$ cat src/rtl/cmos_pkg.sv
// Shared types and default geometry for the OV7670 capture front end.
package cmos_pkg;

  localparam int unsigned H_PIXELS_DEF = 320;
  localparam int unsigned V_LINES_DEF  = 240;
  localparam int unsigned FRAME_PIXELS = H_PIXELS_DEF * V_LINES_DEF;
  localparam int unsigned ADDR_W       = $clog2(FRAME_PIXELS);

  typedef enum logic [1:0] {
    IDLE         = 2'd0,
    WAIT_VS_FALL = 2'd1,
    ACTIVE       = 2'd2
  } capture_state_t;

  typedef logic [11:0] rgb444_t;

  function automatic rgb444_t pack_rgb444(input logic [3:0] red, input logic [7:0] green_blue);
    return {red, green_blue};
  endfunction

endpackage

$ cat src/rtl/cmos_sync_edge.sv
// N-bit multi-stage synchroniser with per-bit rise/fall detection on the
// synchronised output; all bits share the same delay so edges stay aligned.
module cmos_sync_edge #(
  parameter int unsigned WIDTH  = 1,
  parameter int unsigned STAGES = 2
) (
  input  logic             clk_i,
  input  logic             reset_i,
  input  logic [WIDTH-1:0] din,
  output logic [WIDTH-1:0] dout,
  output logic [WIDTH-1:0] rise,
  output logic [WIDTH-1:0] fall
);

  logic [WIDTH-1:0] stage_r [STAGES];
  logic [WIDTH-1:0] prev_r;

  // Synchroniser chain plus one extra flop holding the previous synchronised value.
  always_ff @(posedge clk_i) begin
    if (reset_i) begin
      for (int i = 0; i < int'(STAGES); i++) begin
        stage_r[i] <= '0;
      end
      prev_r <= '0;
    end else begin
      stage_r[0] <= din;
      for (int i = 1; i < int'(STAGES); i++) begin
        stage_r[i] <= stage_r[i-1];
      end
      prev_r <= stage_r[STAGES-1];
    end
  end

  assign dout = stage_r[STAGES-1];
  assign rise = dout & ~prev_r;
  assign fall = ~dout & prev_r;

endmodule

$ cat src/rtl/cmos_pixel_capture.sv
// OV7670 pin capture: syncs sensor pins, pairs bytes into RGB444 pixels, emits windowed writes.
// Build option: TEST_PATTERN_EN replaces sensor data with a {col,row,col} pattern.
module cmos_pixel_capture
  import cmos_pkg::*;
#(
  parameter int unsigned H_PIXELS    = H_PIXELS_DEF,
  parameter int unsigned V_LINES     = V_LINES_DEF,
  parameter int unsigned SYNC_STAGES = 2
) (
  input  logic                                clk_i,
  input  logic                                reset_i,
  input  logic                                pclk_cmos_i,
  input  logic                                vsync_cmos_i,
  input  logic                                href_cmos_i,
  input  logic [7:0]                          pixel_data_cmos_i,
  input  logic                                capture_en_i,
  output logic                                pixel_valid_o,
  output rgb444_t                             pixel_data_o,
  output logic [$clog2(H_PIXELS*V_LINES)-1:0] pixel_address_o,
  output logic                                frame_done_o,
  output logic                                frame_error_o
);

  localparam int unsigned ADDR_BITS = $clog2(H_PIXELS * V_LINES);
  localparam int unsigned CNT_BITS  = ADDR_BITS + 1;
  localparam int unsigned COL_BITS  = $clog2(H_PIXELS + 1);
  localparam int unsigned ROW_BITS  = $clog2(V_LINES + 1);

  logic pclk_s, pclk_rise_s, pclk_fall_s;
  logic vsync_s, vsync_rise_s, vsync_fall_s;
  logic href_s, href_rise_s, href_fall_s;
  logic [7:0] data_s, data_rise_s, data_fall_s;

  cmos_sync_edge #(.WIDTH(1), .STAGES(SYNC_STAGES)) u_sync_pclk (
    .clk_i(clk_i), .reset_i(reset_i), .din(pclk_cmos_i),
    .dout(pclk_s), .rise(pclk_rise_s), .fall(pclk_fall_s));
  cmos_sync_edge #(.WIDTH(1), .STAGES(SYNC_STAGES)) u_sync_vsync (
    .clk_i(clk_i), .reset_i(reset_i), .din(vsync_cmos_i),
    .dout(vsync_s), .rise(vsync_rise_s), .fall(vsync_fall_s));
  cmos_sync_edge #(.WIDTH(1), .STAGES(SYNC_STAGES)) u_sync_href (
    .clk_i(clk_i), .reset_i(reset_i), .din(href_cmos_i),
    .dout(href_s), .rise(href_rise_s), .fall(href_fall_s));
  cmos_sync_edge #(.WIDTH(8), .STAGES(SYNC_STAGES)) u_sync_data (
    .clk_i(clk_i), .reset_i(reset_i), .din(pixel_data_cmos_i),
    .dout(data_s), .rise(data_rise_s), .fall(data_fall_s));

  logic unused_edges_s;
  assign unused_edges_s = ^{pclk_s, pclk_fall_s, vsync_s, href_rise_s, data_rise_s, data_fall_s};

  capture_state_t        state_r, state_next_s;
  logic [COL_BITS-1:0]   col_r;
  logic [ROW_BITS-1:0]   row_r;
  logic [ADDR_BITS-1:0]  next_addr_r;
  logic [CNT_BITS-1:0]   count_r, cnt_next_s;
  logic                  phase_r, odd_err_r, done_pend_r, err_pend_r;
  logic [3:0]            red_r;
  logic                  sample_s, pixel_done_s, in_window_s, accept_s;
  logic                  frame_start_s, frame_end_s;
  rgb444_t               pixel_word_s;

  assign sample_s      = (state_r == ACTIVE) && pclk_rise_s && href_s;
  assign pixel_done_s  = sample_s && phase_r;
  assign in_window_s   = (col_r < COL_BITS'(H_PIXELS)) && (row_r < ROW_BITS'(V_LINES));
  assign accept_s      = pixel_done_s && in_window_s;
  assign frame_start_s = (state_r == WAIT_VS_FALL) && vsync_fall_s;
  assign frame_end_s   = (state_r == ACTIVE) && vsync_rise_s;
  // Clipped pixels still count, so an over-long line shows up as a frame error.
  assign cnt_next_s    = (pixel_done_s && (count_r != {CNT_BITS{1'b1}})) ?
                         count_r + CNT_BITS'(1'b1) : count_r;

`ifdef TEST_PATTERN_EN
  logic [8:0] pat_col_s;
  logic [7:0] pat_row_s;
  logic       unused_pattern_s;
  assign pat_col_s        = 9'(col_r);
  assign pat_row_s        = 8'(row_r);
  assign pixel_word_s     = {pat_col_s[8:5], pat_row_s[7:4], pat_col_s[3:0]};
  assign unused_pattern_s = ^{red_r, data_s};
`else
  assign pixel_word_s = pack_rgb444(red_r, data_s);
`endif

  // Capture state register.
  always_ff @(posedge clk_i) begin
    if (reset_i) begin
      state_r <= IDLE;
    end else begin
      state_r <= state_next_s;
    end
  end

  // Next-state logic: frames are bracketed by VSYNC pulses, enable checked only at the boundary.
  always_comb begin
    state_next_s = state_r;
    case (state_r)
      IDLE: begin
        if (capture_en_i && vsync_rise_s) state_next_s = WAIT_VS_FALL;
        else                              state_next_s = IDLE;
      end
      WAIT_VS_FALL: begin
        if (vsync_fall_s) state_next_s = ACTIVE;
        else              state_next_s = WAIT_VS_FALL;
      end
      ACTIVE: begin
        if (vsync_rise_s) begin
          if (capture_en_i) state_next_s = WAIT_VS_FALL;
          else              state_next_s = IDLE;
        end else begin
          state_next_s = ACTIVE;
        end
      end
      default: state_next_s = IDLE;
    endcase
  end

  // Byte pairing, window counters, address generation and frame status.
  always_ff @(posedge clk_i) begin
    if (reset_i) begin
      col_r           <= '0;
      row_r           <= '0;
      next_addr_r     <= '0;
      count_r         <= '0;
      phase_r         <= 1'b0;
      odd_err_r       <= 1'b0;
      red_r           <= 4'h0;
      done_pend_r     <= 1'b0;
      err_pend_r      <= 1'b0;
      pixel_valid_o   <= 1'b0;
      pixel_data_o    <= 12'h000;
      pixel_address_o <= '0;
      frame_done_o    <= 1'b0;
      frame_error_o   <= 1'b0;
    end else begin
      pixel_valid_o <= accept_s;
      done_pend_r   <= frame_end_s;
      frame_done_o  <= done_pend_r;
      if (accept_s) begin
        pixel_data_o    <= pixel_word_s;
        pixel_address_o <= next_addr_r;
        next_addr_r     <= next_addr_r + ADDR_BITS'(1'b1);
      end
      if (frame_start_s) begin
        col_r       <= '0;
        row_r       <= '0;
        next_addr_r <= '0;
        count_r     <= '0;
        phase_r     <= 1'b0;
        odd_err_r   <= 1'b0;
      end else if (state_r == ACTIVE) begin
        count_r <= cnt_next_s;
        if (href_fall_s) begin
          if (row_r < ROW_BITS'(V_LINES)) row_r <= row_r + ROW_BITS'(1'b1);
          col_r   <= '0;
          phase_r <= 1'b0;
          if (phase_r) odd_err_r <= 1'b1;
        end else if (sample_s) begin
          if (!phase_r) begin
            red_r   <= data_s[3:0];
            phase_r <= 1'b1;
          end else begin
            phase_r <= 1'b0;
            if (col_r < COL_BITS'(H_PIXELS)) col_r <= col_r + COL_BITS'(1'b1);
          end
        end
      end
      if (frame_end_s) begin
        err_pend_r <= (cnt_next_s != CNT_BITS'(H_PIXELS * V_LINES)) || odd_err_r;
      end
      if (done_pend_r) begin
        frame_error_o <= err_pend_r;
      end
    end
  end

endmodule

$ cat config.mk
export PLATFORM = sky130hd
export DESIGN_NAME = cmos_pixel_capture
export DESIGN_NICKNAME = d
export VERILOG_FILES = /design/src/rtl/cmos_pkg.sv /design/src/rtl/cmos_sync_edge.sv /design/src/rtl/cmos_pixel_capture.sv
export SDC_FILE = /design/constraint.sdc
export NUM_CORES = 1
export LEC_CHECK = 0
export ABC_AREA = 1
export CAP_MARGIN = 20
export CORE_MARGIN = 2
export CORE_UTILIZATION = 40
export CTS_CLUSTER_SIZE = 28
export DETAILED_ROUTE_END_ITERATION = 10
export DONT_BUFFER_PORTS = 1
export SYNTH_ARGS = -nofsm -noshare
export SYNTH_HDL_FRONTEND = slang
export SYNTH_SLANG_ARGS = --single-unit
export TNS_END_PERCENT = 10
$ cat constraint.sdc
create_clock -name clk_i -period 2.9 [get_ports clk_i]
set_input_delay 0.29 -clock clk_i [delete_from_list [all_inputs] [get_ports clk_i]]
set_output_delay 0.29 -clock clk_i [all_outputs]
set_load 0.03 [all_outputs]
==> flow_summary.toml <==
[outcome]
status = "finished clean"

[die]
die_area_um2 = 13400
fp-row-count = 40
die-height_um = 116
die_width_um = 116
core_area_um2 = 12100
initial_utilization_pct = 41.3
io_pins = 46

[clock_tree]
cts_made_buffers = 17
clock_latency_ns = 0.41
clockRootBuffer = "clkbuf_16"
clockBufferDepth = 2
cts_tree = "done"
path_clk_slew_ns = 0.05
cts_setup_buffers = 0
cts_num_sinks = 119
htree_levels = 4

[place]
port_buffers = 0
dp_hpwl_mm = 6.96
routabilityCongestion = 0.845

[layout]
diodes = 0
fillers = 1154
synthToLayoutAreaGrowth_pct = 18.2
nNetsFinal = 705
drive_above_1_share_pct = 10.6

[timing]
fin_crit_sh_pct = 74.6
rsz0062_at_grt = "no"
hold_ws_ns = 0.0411
setup_violations = 0
finalCriticalPeriod_ns = 2.16
fin_worst_skew_ns = 0.00758
drv_slew = 0
relSlewSlack_pct = 45.5
max_clock_freq_ghz = 0.462
tightest_slew_ns = 0.817
finalHoldViolations = 0
tns_ns = 0

[pwr]
power-per-cell-area_nw_per_um2 = 641
p_int_mw = 2.97
p_sw_uw = 799
combinationalPowerShare_pct = 2.0
switching_share_pct = 21.2
total_power_mw = 3.77
leakagePower_nw = 2.27
p_seq_share_pct = 43.9
p_clk_share_pct = 54.1
vdd_drop_max_mv = 0.421

[global_routing]
grt.overflow.total = 0
grt_max_degree = 36
grt_pass1_wl_mm = 17.2
antenna_found_initial = 0
grt_pass1_vias = 3825
grt.total_usage_pct = 16.3

[logic_synthesis]
synth_top_area_share_pct = 47.9
syn-mean-instance-area_um2 = 7.43
synth_ff_type = "dfxtp_1"
synth_edf_count = 0
async_flop_share_pct = 0
synth_area_um2 = 4980
yosys.area.top_type = "dfxtp_1"
syn-instance-count = 670
ys_seq_area_share_pct = 47.9
synth_cell_types = 42
ys_warn_count = 0
synth-seq-cells = 119
synth_fp_nets = 688
synthTopCellsByArea = "dfxtp_1, nor2_1, nand2_1"

[worst_setup_path]
path_max_fanout = 19
path_class = "reg -> reg"
arrival_ns = 2.46
worstPathRequired_ns = 3.20
worstSetupEndpointType = "register"
critPathLaunchType = "register"
r2r_slack_ns = 0.74

[min_path]
min_path_type = "in -> reg"

[detailed_routing]
routedWlPerCell_um = 11.9
drtPass1Iterations = 4
dr_total_vias = 4153
drtAntennaViolNets = 0
postRouteWirelength_mm = 10.3
viasPerCell = 4.78
drc = 0
drt_iter0_drc = 211

[run]
maxCapViolations = 0
## repair_timing
action / CTS / global route
resized for setup: 0 / 0
hold buffers: 12 / 0
hold endpoints to repair: 31 / 0
## state kept, by name, summed over array words and instances, names as in the netlist, 4 cells and up
signal and count:
pixel_address_o 17, next_addr_r 17, count_r 18, row_r 8, u_sync_data.stage_r 16, red_r 4
col_r 9, pixel_data_o 12
## area by class of cell
class	count	area, um2	area share, %
Sequential cell	119	2380	40.5
Multi-Input combinational cell	443	2170	36.9
Clock buffer	18	439	7.46
Inverter	89	335	5.70
Tap cell	168	210	3.57
Timing Repair Buffer	17	198	3.36
Clock inverter	14	149	2.53
## worst max-delay path, cell delays in order, from the launching register on
cell	delay, ns
dfxtp_1	0.38
ha_1	0.22
inv_1	0.09
nor2_4	0.17
nand2_4	0.10
nor2_4	0.13
nand2_2	0.23
nand2_1	0.13
nand2_1	0.06
nand2_1	0.08
nand2_1	0.05
nor2_1	0.11
nand2_1	0.07
nor2_1	0.08
nand3_1	0.07
nand2_1	0.06
inv_1	0.03
## per-stage QoR
step | util (%) | std cells | worst slack (ns) | area, um2
after floorplan | - | 670 | 1.08 | 4980
after global placement | 42.4 | 822 | 0.773 | 5120
after detailed placement | 42.4 | 822 | 0.735 | 5120
after CTS | 48.3 | 866 | 0.714 | 5830
after global routing | 48.8 | 868 | 0.459 | 5880
final | 48.8 | 868 | 0.737 | 5880
## cell usage after synthesis, drive strengths merged (3+ instances only)
cell    instances
a21oi          45
buf             6
clkbuf         13
clkinv          3
dfxtp         119
ha              4
inv            86
nand2         115
nand3          39
nand3b          3
nand4          12
nor2          142
nor3           15
o21ai          49
xnor2           3
xor2            4
## per-layer routing
metal	vias to the layer above	track usage (%)	routed length [um]
met5	-	0	0
met3	13	5.02	488
met4	0	7.23	139
met1	1890	20.0	4820
li1	2174	-	-
met2	76	26.4	4870
## cells in the final DEF (no fill, tap or decap), types with 2 or more instances in the layout
cell type,netlist,routed
a21oi_1,44,44
buf_16,0,2
buf_4,0,3
bufinv_16,0,2
clkbuf_16,0,17
clkinv_1,2,2
clkinv_2,1,4
clkinv_4,0,2
clkinvlp_4,0,4
dfxtp_1,119,119
dlygate4sd3_1,0,12
ha_1,4,4
inv_1,82,82
inv_2,4,4
inv_6,0,3
nand2_1,108,108
nand2_2,5,5
nand2_4,2,2
nand3_1,35,35
nand3_2,3,3
nand3b_1,3,3
nand4_1,10,10
nand4_2,2,2
nor2_1,132,132
nor2_2,8,8
nor2_4,2,2
nor3_1,10,10
nor3_2,3,3
nor3_4,2,2
nor3b_1,2,2
o21ai_0,47,47
o21bai_1,2,2
xnor2_1,3,3
xor2_1,4,4
## power by group through the flow
stage | clock (mW) | combinational [mW] | sequential, mW
final | 2.04 | 0.0766 | 1.66
after global routing | 2.17 | 0.0874 | 1.66
after CTS | 2.09 | 0.0685 | 1.66
after detailed placement | 0 | 0.0490 | 1.69
after global placement | 0 | 0.0477 | 1.69
after floorplan | 0 | 0.0444 | 1.69
## cells by family after synthesis
kind of cell    after synthesis  share of synthesized area (%)
simple gates                332                           30.7
flops                       119                           47.9
buf+inv                     108                           8.55
compound gates              100                           10.7
xor+xnor                      7                           1.23
fa+ha+maj                     4                           1.01
## final timing paths
check	from	endpoint	cells after the start
worst min-delay path	reset_i	err_pend_r	3
worst min register to register	u_sync_data.stage_r[0][4]	u_sync_data.stage_r[0][12]	2
worst max register to register	count_r[1]	err_pend_r	16
worst max-delay path	count_r[1]	err_pend_r	16
Power figures use the tool's default switching activity.
